[src/rtl/mem_arbiter_pkg.sv]
// Shared configuration constants and memory-port types used by the arbiter and
// by the core/ram blocks it connects.
package configure;

  localparam int ARB_TIMEOUT = 64;

endpackage

package wires;

  typedef struct packed {
    logic        mem_valid;
    logic [63:0] mem_addr;
    logic [63:0] mem_wdata;
    logic [7:0]  mem_wstrb;
  } mem_in_type;

  typedef struct packed {
    logic        mem_ready;
    logic [63:0] mem_rdata;
    logic        mem_error;
  } mem_out_type;

  typedef enum logic {ARB_IDLE, ARB_WAIT} arb_state_type;
  typedef enum logic {ARB_IMEM, ARB_DMEM} arb_port_type;

endpackage

[src/rtl/mem_arbiter.sv]
// Round-robin arbiter that shares the single RAM port between instruction fetch
// (imem) and data (dmem), with per-port request holding and a RAM timeout.
module mem_arbiter
  import configure::*;
  import wires::*;
#(
  parameter int TIMEOUT = ARB_TIMEOUT
) (
  input  logic        reset,
  input  logic        clock,
  input  mem_in_type  imem_in,
  output mem_out_type imem_out,
  input  mem_in_type  dmem_in,
  output mem_out_type dmem_out,
  output mem_in_type  ram_in,
  input  mem_out_type ram_out
);

  localparam int TW = $clog2(TIMEOUT);
  localparam logic [TW-1:0] TIMER_LAST = TW'(TIMEOUT - 1);

  arb_state_type state_q, state_d;
  arb_port_type  owner_q, owner_d;
  arb_port_type  last_grant_q, last_grant_d;
  logic [TW-1:0] timer_q, timer_d;

  logic pend_i_q, pend_i_d, pend_d_q, pend_d_d;
  logic busy_i_q, busy_i_d, busy_d_q, busy_d_d;

  mem_in_type  hold_i_q, hold_i_d, hold_d_q, hold_d_d;
  mem_in_type  ram_in_q, ram_in_d;
  mem_out_type imem_out_q, imem_out_d, dmem_out_q, dmem_out_d;

  logic        accept_i, accept_d;
  logic        cand_i, cand_d;
  logic        grant_dmem;
  mem_in_type  req_i, req_d;
  mem_out_type resp;

  assign imem_out = imem_out_q;
  assign dmem_out = dmem_out_q;
  assign ram_in   = ram_in_q;

  always_ff @(posedge clock) begin
    if (reset) begin
      state_q      <= ARB_IDLE;
      owner_q      <= ARB_IMEM;
      last_grant_q <= ARB_DMEM;
      timer_q      <= '0;
      pend_i_q     <= 1'b0;
      pend_d_q     <= 1'b0;
      busy_i_q     <= 1'b0;
      busy_d_q     <= 1'b0;
      hold_i_q     <= '0;
      hold_d_q     <= '0;
      ram_in_q     <= '0;
      imem_out_q   <= '0;
      dmem_out_q   <= '0;
    end else begin
      state_q      <= state_d;
      owner_q      <= owner_d;
      last_grant_q <= last_grant_d;
      timer_q      <= timer_d;
      pend_i_q     <= pend_i_d;
      pend_d_q     <= pend_d_d;
      busy_i_q     <= busy_i_d;
      busy_d_q     <= busy_d_d;
      hold_i_q     <= hold_i_d;
      hold_d_q     <= hold_d_d;
      ram_in_q     <= ram_in_d;
      imem_out_q   <= imem_out_d;
      dmem_out_q   <= dmem_out_d;
    end
  end

  always_comb begin
    state_d      = state_q;
    owner_d      = owner_q;
    last_grant_d = last_grant_q;
    timer_d      = timer_q;
    pend_i_d     = pend_i_q;
    pend_d_d     = pend_d_q;
    busy_i_d     = busy_i_q;
    busy_d_d     = busy_d_q;
    hold_i_d     = hold_i_q;
    hold_d_d     = hold_d_q;
    ram_in_d     = ram_in_q;
    ram_in_d.mem_valid = 1'b0;
    imem_out_d   = '0;
    dmem_out_d   = '0;
    resp         = '0;

    // A busy port already owns an outstanding transaction; extra pulses are dropped.
    accept_i = imem_in.mem_valid & ~busy_i_q;
    accept_d = dmem_in.mem_valid & ~busy_d_q;
    if (accept_i) begin
      hold_i_d = imem_in;
      pend_i_d = 1'b1;
      busy_i_d = 1'b1;
    end
    if (accept_d) begin
      hold_d_d = dmem_in;
      pend_d_d = 1'b1;
      busy_d_d = 1'b1;
    end

    // Same-cycle bypass lets an idle arbiter issue a fresh request one cycle later.
    cand_i     = pend_i_q | accept_i;
    cand_d     = pend_d_q | accept_d;
    req_i      = accept_i ? imem_in : hold_i_q;
    req_d      = accept_d ? dmem_in : hold_d_q;
    grant_dmem = cand_d & (~cand_i | (last_grant_q == ARB_IMEM));

    case (state_q)
      ARB_IDLE: begin
        if (cand_i | cand_d) begin
          if (grant_dmem) begin
            ram_in_d = req_d;
            pend_d_d = 1'b0;
            owner_d  = ARB_DMEM;
          end else begin
            ram_in_d = req_i;
            pend_i_d = 1'b0;
            owner_d  = ARB_IMEM;
          end
          ram_in_d.mem_valid = 1'b1;
          timer_d            = '0;
          state_d            = ARB_WAIT;
        end
      end
      ARB_WAIT: begin
        if (ram_out.mem_ready || (timer_q == TIMER_LAST)) begin
          if (ram_out.mem_ready) begin
            resp = ram_out;
          end else begin
            resp.mem_ready = 1'b1;
            resp.mem_error = 1'b1;
          end
          if (owner_q == ARB_IMEM) begin
            imem_out_d = resp;
            busy_i_d   = 1'b0;
          end else begin
            dmem_out_d = resp;
            busy_d_d   = 1'b0;
          end
          last_grant_d = owner_q;
          state_d      = ARB_IDLE;
        end else begin
          timer_d = timer_q + 1'b1;
        end
      end
      default: state_d = ARB_IDLE;
    endcase
  end

endmodule
[config.mk]
export PLATFORM = sky130hd
export DESIGN_NAME = mem_arbiter
export DESIGN_NICKNAME = d
export VERILOG_FILES = /design/src/rtl/mem_arbiter_pkg.sv /design/src/rtl/mem_arbiter.sv
export SDC_FILE = /design/constraint.sdc
export NUM_CORES = 1
export LEC_CHECK = 0
export BUFFER_PORTS_ARGS = -buffer_cell sky130_fd_sc_hd__buf_2
export CAP_MARGIN = 20
export CELL_PAD_IN_SITES_DETAIL_PLACEMENT = 0
export CELL_PAD_IN_SITES_GLOBAL_PLACEMENT = 1
export CORE_AREA = 5 5 175 345
export DETAILED_ROUTE_END_ITERATION = 8
export DIE_AREA = 0 0 180 350
export PLACE_DENSITY_LB_ADDON = 0.2
export SYNTH_ARGS = -nofsm -noshare
export SYNTH_HDL_FRONTEND = slang
export SYNTH_SLANG_ARGS = --single-unit
[constraint.sdc]
create_clock -name clock -period 2 [get_ports clock]
set_input_delay 0 -clock clock [delete_from_list [all_inputs] [get_ports clock]]
set_output_delay 0 -clock clock [all_outputs]
set_load 0.03 [all_outputs]
==> results of run 1 <==
per-layer routing:
metal / vias up / track usage [%]
li1: 10280 / -
met3: 128 / 4.96
met5: - / 0
met4: 0 / 8.14
met1: 10390 / 31.2
met2: 759 / 45.7
stage by stage:
| step | hold slack (ps) | total power, mW | setup TNS (ps) | area, um2 | instances |
|---|---|---|---|---|---|
| after global routing | 168 | 30.3 | -2.65 | 31000 | 4088 |
| after detailed placement | 244 | 17.9 | 0 | 25700 | 3644 |
| after floorplan | 124 | 15.7 | 0 | 21600 | 2436 |
| after global placement | 236 | 17.8 | 0 | 25700 | 3644 |
| after CTS | 125 | 29.2 | 0 | 31000 | 4083 |
| final | 170 | 29.0 | 0 | 31000 | 4089 |
power by group through the flow:
stage               Combinational, mW  Clock, mW  Sequential [mW]
global placement                 5.41          0             12.4
floorplan                        2.62          0             13.1
global route                     6.50       11.5             12.3
detailed placement               5.48          0             12.4
CTS                              6.05       11.0             12.2
finish                           6.03       10.8             12.2
worst min-delay path: stages:
cell	delay, ps
dlygate4sd3_1	520
buf_2	90
nand2_1	50
nor2_1	80
cell type report:
type,count,share of cell area [%]
Sequential cell,554,35.8
Multi-Input combinational cell,1648,30.8
Timing Repair Buffer,1027,24.2
Clock buffer,79,5.17
Tap cell,756,3.05
Clock inverter,17,0.843
Inverter,4,0.0484
Antenna cell,4,0.0323
synth_stat cells (21+ instances only):
library cell / instances
o22ai_1: 75
nand2_1: 466
nor3b_1: 61
nor2_1: 219
a22o_1: 75
a21oi_1: 201
buf_1: 21
buf_2: 62
a22oi_1: 76
nand3b_1: 61
dfxtp_1: 554
a2bb2oi_1: 61
and3b_1: 61
mux2i_1: 75
clkbuf_1: 141
a32o_1: 61
o21ai_0: 124
registers in the layout (all words and copies together), names as in the netlist:
name / count
busy_i_q: 1
owner_q: 1
last_grant_q: 1
pend_i_q: 1
pend_d_q: 1
dmem_out: 66
hold_i_q: 136
imem_out: 66
hold_d_q: 136
timer_q: 6
ram_in: 137
busy_d_q: 1
state_q: 1
cell families after synthesis:
| logic type | count (synthesis) |
|---|---|
| AOI/OAI and AO/OA | 687 |
| DFF | 554 |
| and+or+nand+nor | 885 |
| buffers and inverters | 234 |
| muxes | 75 |
| adders and majority gates | 1 |
what timing repair did:
item                                    CTS  global route
hold endpoints to repair                550             0
buffers inserted                          0             2
endpoints found under the setup margin    0            43
gates resized for setup                   0             3
hold buffers                            343             0
worst max-delay path by stage:
stage	startpoint	to	slack [ps]	cells past startpoint
after floorplan	timer_q[0]	dmem_out[55]	270	8
after global placement	timer_q[0]	imem_out[6]	140	7
after detailed placement	timer_q[0]	imem_out[28]	110	7
after CTS	busy_i_q	pend_i_q	80	6
after global routing	timer_q[0]	imem_out[28]	-3	7
final	busy_i_q	pend_i_q	100	6
==> PnR_summary.wiki, run 1 <==
{| class="wikitable"
! Metric !! Value
|-
| Clock network fraction of design power || a little under two fifths
|-
| Worst Hold Class || primary input to register
|-
| Sequential cell area fraction in the yosys report || 51.4%
|-
| Critical register-to-register path endpoint || pend_i_q
|-
| Floorplan die height || ~350 um
|-
| Source of the worst hold timing path || ram_out[4]
|-
| Vias after detailed routing || 21557
|-
| Power Internal || about 21 mW
|-
| Post-synthesis area per instance || roughly 8.9 um2
|-
| Ordered cell list for the critical path || nor2b_4 > buf_4 > o21ai_4 > o21ai_4 > a211oi_1 > dlygate4sd3_1
|-
| Dominant cell type by count on the critical path || o21ai_4
|-
| Number of library cell types mapped by synthesis || 36
|-
| R2r setup slk || approximately 100 ps
|-
| Half-perimeter wire length after detailed placement || 56200 um
|-
| Area share of xor/xnor cells in the synthesized design || 0%
|-
| Multiplexer share of the synthesized area || about 3.5%
|-
| Top Layer Used || met4
|-
| Type of element launching the critical path || register
|-
| Core region area || roughly 0.057 mm2
|-
| Dominant register cell in the synthesized netlist || dfxtp_1
|-
| Routed Antenna Nets || 0
|-
| Worst Tran Pin Value || just under 800 ps
|-
| Area occupied by multi-input gates || ~0.0096 mm2
|-
| Routed met3 length || between 5000 and 6000 um
|-
| Hold depth || 4
|-
| Total number of placement rows || between 100 and 150
|-
| Number of buffers added by the clock tree synthesis step || 52
|-
| Clock Sinks || 554
|-
| Worst ir drop on vdd || 789 uV
|-
| Worst setup path class || register to register
|-
| I/O pin total || between 600 and 700
|-
| Buffers plus inverters on the worst setup path || 2
|-
| Initial antenna violation count || 3
|-
| FF-to-FF path depth || 6
|-
| WP data required || about 2600 ps
|-
| Total global routing overflow || 0
|-
| First-pass GRT wire length || 131000 um
|-
| Leakage dissipation || about 13 nW
|-
| Number of flops mapped to enable cells by yosys || 0
|-
| Synth Area in Compound Gates || a little over a fifth
|-
| Period minus WS final || 1900 ps
|-
| Comb pwr share || between 20% and 30%
|-
| Number of pins with negative max-slew slack in the final report || 0
|-
| Wire length per cell after detailed routing || around 21 um
|-
| Root Buffer || clkbuf_16
|-
| Top library cells by usage in the layout, fill and taps aside || buf_2, dfxtp_1, nand2_1
|-
| Avg Vias per Cell || roughly 5.3
|-
| Synth Register Bits || 554
|-
| Worst Setup End Kind || register
|-
| Part of the total power dissipated in sequential elements || 42.1%
|-
| Cell type contributing the most total cell area after synthesis || dfxtp_1
|-
| Sequential cell area || 0.0111 mm2
|-
| End-of-flow core utilization || approximately 54%
|-
| Wl on met1 || ~34000 um
|-
| Clock input transition at the sequential cells of the worst setup and hold paths || ~70 ps
|-
| Pre-CTS setup slack || 112 ps
|-
| Setup violations, final || 0
|-
| Gate count after technology mapping || between 2000 and 2500
|-
| Max-Cap Viols || 0
|-
| Peak Freq || 0.528 GHz
|-
| Sum of routed wire length over all layers || approximately 84000 um
|-
| Routed wl met2 || ~43000 um
|-
| Worst setup slack after layout || roughly 100 ps
|-
| TritonCTS clock tree || built
|-
| Proportion of layout cells with a drive suffix above 1 || approximately a quarter
|-
| Share of synthesized cell area in and, or, nand and nor gates || approximately a fifth
|-
| Clock latency on the worst-skew pair || about 600 ps
|-
| Vias in the first global route || about 22000
|-
| GRT Total Usage || 25.6%
|-
| Run status || complete, no violations
|-
| Final Skew || about 33 ps
|-
| Net Sw Frac || between 20 and 30%
|-
| Main combinational cell family by area after synthesis || compound AO/OA/AOI/OAI gates
|-
| Iteration-0 DRC count of the detailed router || about 1400
|-
| Number of hold violations in the final report || 0
|-
| Area growth from synthesis to layout || 43.8%
|-
| Deepest clock path buffer count || 3
|-
| Commonest non-fill, non-tap cell in the layout || buf_2
|-
| Worst Path Max Fanout || 7
|-
| Port Buf Inserts || approximately 600
|-
| Yosys synthesis warning count || 0
|-
| Library cell contributing the largest single delay on the critical path || dlygate4sd3_1
|-
| Arrival time worst endpoint || 2450 ps
|-
| Period Utilization, post-route || a little over nine tenths
|-
| Critical Path Max Stage Delay || 580 ps
|-
| Relative slew slack || between 40% and 50%
|-
| Mapped Nets || roughly 2800
|-
| Residual DRC || 0
|-
| H-tree levels || 2
|-
| Maximum number of pins on one net before global-route repair || 142
|-
| First-pass iteration count of the detailed router || 5
|-
| Area share of the largest cell type after synthesis || between 50% and 60%
|-
| RD Place Congestion || 0.867
|-
| Fill count || approximately 5300
|-
| Fraction of registers with async set or reset after synthesis || 0%
|-
| Overall die area || approximately 0.063 mm2
|-
| Horizontal die dimension || between 150 and 200 um
|-
| Synth top area cells || dfxtp_1, nand2_1, a21oi_1, nor2_1, mux2i_1
|-
| Net Switching || about 8.5 mW
|-
| Final nets || approximately 3600
|-
| Area share of fa/ha/maj cells after synthesis || less than 1%
|-
| Starting utilization of the core area || between 30% and 40%
|-
| Power density relative to cell area || 935 mW/mm2
|-
| Post-Syn Area || about 0.022 mm2
|-
| Worst reg2reg startpoint || busy_i_q
|-
| Hold endpoint || imem_out[4]
|-
| CP top delay family || buffers and inverters
|}
Note: power is estimated with default switching activity, not from simulation.
==> inputs of run 2 (changes only) <==
--- a/config.mk
+++ b/config.mk
@@ -13,4 +13,5 @@
 export DETAILED_ROUTE_END_ITERATION = 8
 export DIE_AREA = 0 0 180 350
+export MAX_ROUTING_LAYER = met4
 export PLACE_DENSITY_LB_ADDON = 0.2
 export SYNTH_ARGS = -nofsm -noshare
==> constraint.sdc (replaced) <==
create_clock -name clock -period 2 [get_ports clock]
set_input_delay 0.2 -clock clock [delete_from_list [all_inputs] [get_ports clock]]
set_output_delay 0.2 -clock clock [all_outputs]
set_load 0.03 [all_outputs]
==> run 2 against run 1 <==
  * Clock power is essentially flat
  * Routed wire length increased by 1.6%
  * Setup slack got worse by 17 ps
  * Die area unchanged
  * Largest power group unchanged
  * Sequential power about the same
  * Core utilization up 0.24 points
  * Cell area increased by 0.44%
  * Flip-flop and latch count unchanged
  * Highest routed layer unchanged
  * Critical endpoint is now hold_i_q[85]
  * Combinational power up 1%
  * Final cell count rose by 0.32%
  * Sequential share of layout area down 0.16 points
  * First-iteration DRC count is 4.3% lower
==> PnR_summary.wiki, run 2 (synthesized netlist as in run 1, its figures left out) <==
{| class="wikitable"
! Metric !! Value
|-
| WP data required || 2530 ps (was 2550 ps)
|-
| Leakage dissipation || 13.5 nW (was 13.4 nW)
|-
| H-tree levels || 2 (unchanged)
|-
| First-pass iteration count of the detailed router || 5 (unchanged)
|-
| Worst Tran Pin Value || 750 ps (was 789 ps)
|-
| Worst setup path class || register to register (unchanged)
|-
| Iteration-0 DRC count of the detailed router || 1330 (was 1390)
|-
| Sum of routed wire length over all layers || 85600 um (was 84300 um)
|-
| Max-Cap Viols || 0 (unchanged)
|-
| Arrival time worst endpoint || 2440 ps (was 2450 ps)
|-
| Deepest clock path buffer count || 3 (unchanged)
|-
| Type of element launching the critical path || register (unchanged)
|-
| Post-DP Area || 0.0258 mm2 (was 0.0257 mm2)
|-
| Clock input transition at the sequential cells of the worst setup and hold paths || 70 ps (about the same)
|-
| Pre-CTS setup slack || 122 ps (was 112 ps)
|-
| Routed Antenna Nets || 0 (unchanged)
|-
| Period minus WS final || 1910 ps (was 1900 ps)
|-
| Worst ir drop on vdd || 835 uV (was 789 uV)
|-
| Period Utilization, post-route || 95.6% (was 94.8%)
|-
| Relative slew slack || 50.0% (was 47.4%)
|-
| Total number of placement rows || 124 (unchanged)
|-
| Worst Setup End Kind || register (unchanged)
|-
| Proportion of layout cells with a drive suffix above 1 || 23.8% (about the same)
|-
| Vias after detailed routing || 21868 (was 21557)
|-
| Total non-filler cell area in the finished layout || 0.0312 mm2 (was 0.0310 mm2)
|-
| Worst setup slack after layout || 87.7 ps (was 105 ps)
|-
| Core region area || 0.0572 mm2 (unchanged)
|-
| Final nets || 3649 (was 3630)
|-
| Port Buf Inserts || 610 (unchanged)
|-
| Total negative slack for setup checks || 0 ps (unchanged)
|-
| Initial antenna violation count || 3 (unchanged)
|-
| Run status || complete, no violations (unchanged)
|-
| Root Buffer || clkbuf_16 (unchanged)
|-
| Vias in the first global route || 22050 (was 21944)
|-
| RD Place Congestion || 0.873 (was 0.867)
|-
| Number of buffers added by the clock tree synthesis step || 51 (was 52)
|-
| Setup violations, final || 0 (unchanged)
|-
| RSZ-0062 raised after global routing || no
|-
| Wire length per cell after detailed routing || 20.9 um (was 20.6 um)
|-
| Clock latency on the worst-skew pair || 600 ps (was 610 ps)
|-
| Worst reg2reg startpoint || busy_i_q (unchanged)
|-
| Peak Freq || 0.523 GHz (was 0.528 GHz)
|-
| Total global routing overflow || 0 (unchanged)
|-
| Flip-flop count of the largest register after layout || 137 (unchanged)
|-
| Residual DRC || 0 (unchanged)
|-
| Worst Path Max Fanout || 13 (was 7)
|-
| Half-perimeter wire length after detailed placement || 56900 um (was 56200 um)
|-
| Clock Sinks || 554 (unchanged)
|-
| Top library cells by usage in the layout, fill and taps aside || buf_2, dfxtp_1, nand2_1 (unchanged)
|-
| Worst Hold Class || primary input to register (unchanged)
|-
| Overall die area || 0.0630 mm2 (unchanged)
|-
| Floorplan die height || 350 um (unchanged)
|-
| Avg Vias per Cell || 5.33 (was 5.27)
|-
| I/O pin total || 611 (unchanged)
|-
| First-pass GRT wire length || 131000 um (about the same)
|-
| Maximum number of pins on one net before global-route repair || 98 (was 142)
|-
| Commonest non-fill, non-tap cell in the layout || buf_2 (unchanged)
|-
| Number of hold violations in the final report || 0 (unchanged)
|-
| Power density relative to cell area || 930 mW/mm2 (was 935 mW/mm2)
|-
| End-of-flow core utilization || 54.4% (was 54.2%)
|-
| Source of the worst hold timing path || imem_in[136] (was ram_out[4])
|-
| Horizontal die dimension || 180 um (unchanged)
|-
| Number of pins with negative max-slew slack in the final report || 0 (unchanged)
|-
| GRT Total Usage || 26.5% (was 25.6%)
|-
| TritonCTS clock tree || built (unchanged)
|-
| Final Hold Slack || 48.6 ps (was 170 ps)
|-
| Area growth from synthesis to layout || 44.4% (was 43.8%)
|-
| CP startpoint || busy_i_q (unchanged)
|-
| Final Skew || 24.8 ps (was 33.0 ps)
|-
| Starting utilization of the core area || 37.7% (unchanged)
|}
==> run 2: metrics by stage <==
step / power, mW / cells
finish: 29.0 / 4102
global route: 30.2 / 4102
CTS: 29.2 / 4098
detailed placement: 18.0 / 3658
global placement: 17.9 / 3658
floorplan: 15.7 / 2436
==> run 2: final cells by class <==
type	instances	area [um2]
Fill cell	5269	26100
Sequential cell	554	11100
Multi-Input combinational cell	1648	9560
Timing Repair Buffer	1047	7720
Clock buffer	66	1400
Tap cell	756	946
Clock inverter	24	403
Inverter	4	15.0
Antenna cell	3	7.51
==> run 2: metal layers <==
layer	track usage (%)	wire length [um]	vias up
met3	4.75	5300	140
met2	46.4	43300	868
met1	30.9	34300	10548
li1	-	-	10312
met5	-	0	-
met4	8.58	2800	0
==> run 2: report_power, final <==
part	internal (mW)	switching, mW	total, mW
combinational	2.54	3.57	6.12
sequential	11.8	0.408	12.2
clock	6.15	4.51	10.7
total	20.5	8.49	29.0
==> run 2: critical path: stages (launching register included) <==
cell           delay, ps
dfxtp_1              330
nor2b_4              200
buf_12               160
buf_16               170
buf_4                180
nand2_1               70
a21oi_1              120
dlygate4sd3_1        590
==> run 2: path summary, 6_finish.rpt <==
check / slack [ps] / cells past startpoint / end
max: 90 / 7 / hold_i_q[85]
min: 50 / 4 / busy_i_q
max reg2reg: 90 / 7 / hold_i_q[85]
min reg2reg: 460 / 2 / hold_d_q[49]
==> run 2: what timing repair did <==
item,4_1_cts,5_1_grt
endpoints found under the hold margin,411,0
endpoints found under the setup margin,0,5
setup buffers,0,0
hold buffers,350,0
gates resized for setup,0,1
==> inputs of run 3 (changes only) <==
- CELL_PAD_IN_SITES_DETAIL_PLACEMENT: 0 -> not set
- CELL_PAD_IN_SITES_GLOBAL_PLACEMENT: 1 -> not set
- CORE_AREA: 5 5 175 345 -> 5 5 236 238
- DIE_AREA: 0 0 180 350 -> 0 0 241 243
- clock period: 2 -> 2.1 ns (I/O delays scaled with it)
==> run 3 against run 2 <==
  * Total power shrank 3.8%
  * Global-route usage is 0.12 points lower
  * Clock skew fell by 6.2 ps
  * Worst hold slack gained 60 ps
  * Highest routed layer unchanged
  * Register-to-register slack better by 90 ps
  * Sequential share of layout area up 0.28 points
  * Clock-buffer cell count rose by 20
  * Cell area shrank 0.78%
  * Via count rose by 0.66%
==> PnR_summary.wiki, run 3 (synthesized netlist as in run 1, its figures left out) <==
{| class="wikitable"
! Metric !! Value
|-
| Run status || complete, no violations (unchanged)
|-
| Final Hold Slack || 109 ps (was 48.6 ps)
|-
| Total power || 27.9 mW (was 29.0 mW)
|-
| Total negative slack for setup checks || 0 ps (unchanged)
|-
| RSZ-0062 raised after global routing || no (unchanged)
|-
| Initial antenna violation count || 10 (was 3)
|-
| First-pass GRT wire length || 122000 um (was 131000 um)
|-
| Number of hold violations in the final report || 0 (unchanged)
|-
| Vias in the first global route || 22024 (was 22050)
|-
| Ordered cell list for the critical path || dlygate4sd3_1 > buf_2 > nor2b_4 > buf_12 > buf_12 > mux2i_1 > a22oi_1 > a22o_1 (was nor2b_4 > buf_12 > buf_16 > buf_4 > nand2_1 > a21oi_1 > dlygate4sd3_1)
|-
| Worst Setup End Kind || register (unchanged)
|-
| Setup fix buffers added after clock tree synthesis || 0 (unchanged)
|-
| Worst Path Max Fanout || 29 (was 13)
|-
| Buffers plus inverters on the worst setup path || 4 (unchanged)
|-
| Worst setup path class || primary input to register (was register to register)
|-
| Commonest non-fill, non-tap cell in the layout || buf_2 (unchanged)
|-
| Routed Antenna Nets || 0 (unchanged)
|-
| Floorplan die height || 243 um (was 350 um)
|-
| Vias after detailed routing || 22012 (was 21868)
|-
| Port Buf Inserts || 610 (unchanged)
|-
| Deepest clock path buffer count || 3 (unchanged)
|-
| Worst setup slack after layout || 136 ps (was 87.7 ps)
|-
| Area growth from synthesis to layout || 43.3% (was 44.4%)
|-
| Clock input transition at the sequential cells of the worst setup and hold paths || 60 ps (was 70 ps)
|-
| TritonCTS clock tree || built (unchanged)
|-
| Overall die area || 0.0586 mm2 (was 0.0630 mm2)
|-
| Period minus WS final || roughly 2000 ps
|-
| Flip-flop count of the largest register after layout || 137 (unchanged)
|-
| Leakage dissipation || 13.4 nW (was 13.5 nW)
|-
| Worst ir drop on vdd || 647 uV (was 835 uV)
|-
| Max-Cap Viols || 0 (unchanged)
|-
| Worst Hold Class || primary input to register (unchanged)
|-
| Number of pins with negative max-slew slack in the final report || 0 (unchanged)
|-
| CP top delay family || buffers and inverters (unchanged)
|-
| Iteration-0 DRC count of the detailed router || 1573 (was 1330)
|-
| Final Skew || 18.6 ps (was 24.8 ps)
|-
| Half-perimeter wire length after detailed placement || 49300 um (was 56900 um)
|-
| Starting utilization of the core area || 40.4% (was 37.7%)
|-
| Arrival time worst endpoint || 2460 ps (was 2440 ps)
|-
| Library cell contributing the largest single delay on the critical path || dlygate4sd3_1 (unchanged)
|-
| First-pass iteration count of the detailed router || 7 (was 5)
|-
| RD Place Congestion || 0.929 (was 0.873)
|-
| Worst Tran Pin Value || 961 ps (was 750 ps)
|-
| Critical Path Max Stage Delay || 570 ps (was 590 ps)
|-
| H-tree levels || 2 (unchanged)
|-
| WP data required || 2590 ps (was 2530 ps)
|-
| Peak Freq || 0.509 GHz
|-
| Power density relative to cell area || 901 mW/mm2 (was 930 mW/mm2)
|-
| Period Utilization, post-route || between 90% and 100%
|-
| End-of-flow core utilization || 57.9% (was 54.4%)
|-
| Wire length per cell after detailed routing || 20.1 um (was 20.9 um)
|-
| I/O pin total || 611 (unchanged)
|-
| Dominant cell type by count on the critical path || buf_12
|-
| Total global routing overflow || 0 (unchanged)
|-
| Total number of placement rows || 85 (was 124)
|-
| Type of element launching the critical path || primary input (was register)
|-
| Clock latency on the worst-skew pair || 600 ps (about the same)
|-
| Proportion of layout cells with a drive suffix above 1 || 23.2% (was 23.8%)
|-
| Maximum number of pins on one net before global-route repair || 153 (was 98)
|-
| GRT Total Usage || 26.4% (was 26.5%)
|-
| Core region area || 0.0534 mm2 (was 0.0572 mm2)
|-
| Final nets || 3618 (was 3649)
|-
| Sum of routed wire length over all layers || 81000 um (was 85600 um)
|-
| Pre-CTS setup slack || 88.4 ps (was 122 ps)
|-
| Number of buffers added by the clock tree synthesis step || 58 (was 51)
|-
| Clock Sinks || 554 (unchanged)
|-
| Relative slew slack || 36.0% (was 50.0%)
|-
| Horizontal die dimension || 241 um (was 180 um)
|-
| Avg Vias per Cell || 5.46 (was 5.33)
|-
| Root Buffer || clkbuf_16 (unchanged)
|-
| Setup violations, final || 0 (unchanged)
|-
| Top library cells by usage in the layout, fill and taps aside || buf_2, dfxtp_1, nand2_1 (unchanged)
|-
| Residual DRC || 0 (unchanged)
|}
==> run 3: path summary, 6_finish.rpt <==
path / slack [ps] / startpoint / to / depth (start not counted)
max reg2reg: 180 / busy_i_q / ram_in[21] / 6
min reg2reg: 450 / hold_d_q[82] / hold_d_q[82] / 2
max: 140 / imem_in[136] / ram_in[21] / 8
min: 110 / reset / dmem_out[65] / 3
==> run 3: area by class of cell <==
cell class,count,area [um2]
inverter,4,15.0
fill,4576,22500
antenna,13,32.5
multi-input combinational,1648,9570
timing repair buffer,1009,7370
clock inverter,18,262
sequential,554,11100
tap,696,871
clock buffer,86,1700
==> run 3: metrics by stage <==
step	area [um2]	cells
5_1_grt	30900	4025
3_3_place_gp	25400	3564
4_1_cts	30800	4014
6_report	30900	4028
2_1_floorplan	21600	2436
3_5_place_dp	25400	3564
==> run 3: report_power, final <==
group	switching [mW]	leakage (nW)	internal (mW)	total [mW]
Combinational	3.33	7.88	2.31	5.64
Clock	4.28	0.960	6.32	10.6
Sequential	0.391	4.53	11.2	11.6
Total	8.00	13.4	19.9	27.9
==> run 3: metal layers <==
layer / wire length [um] / part of all wire [%] / track usage [%] / vias to the layer above
li1: - / - / - / 10279
met1: 33200 / 41 / 32.3 / 10587
met2: 38900 / 48 / 43.1 / 930
met3: 5760 / 7.1 / 5.22 / 216
met4: 3160 / 3.9 / 10.3 / 0
met5: 0 / 0 / - / -
==> run 3: timing repair <==
item                                    in CTS  in global routing
hold buffers                               346                  0
endpoints found under the setup margin       0                 77
resized for setup                            0                  4
endpoints found under the hold margin      404                  0
==> run 3: worst register-to-register path: cells and delay by family (launching register included) <==
family,cells,cell delay (ps)
compound gates,2,390
buf+inv,2,490
flops,1,340
mux,1,300
simple gates,1,310
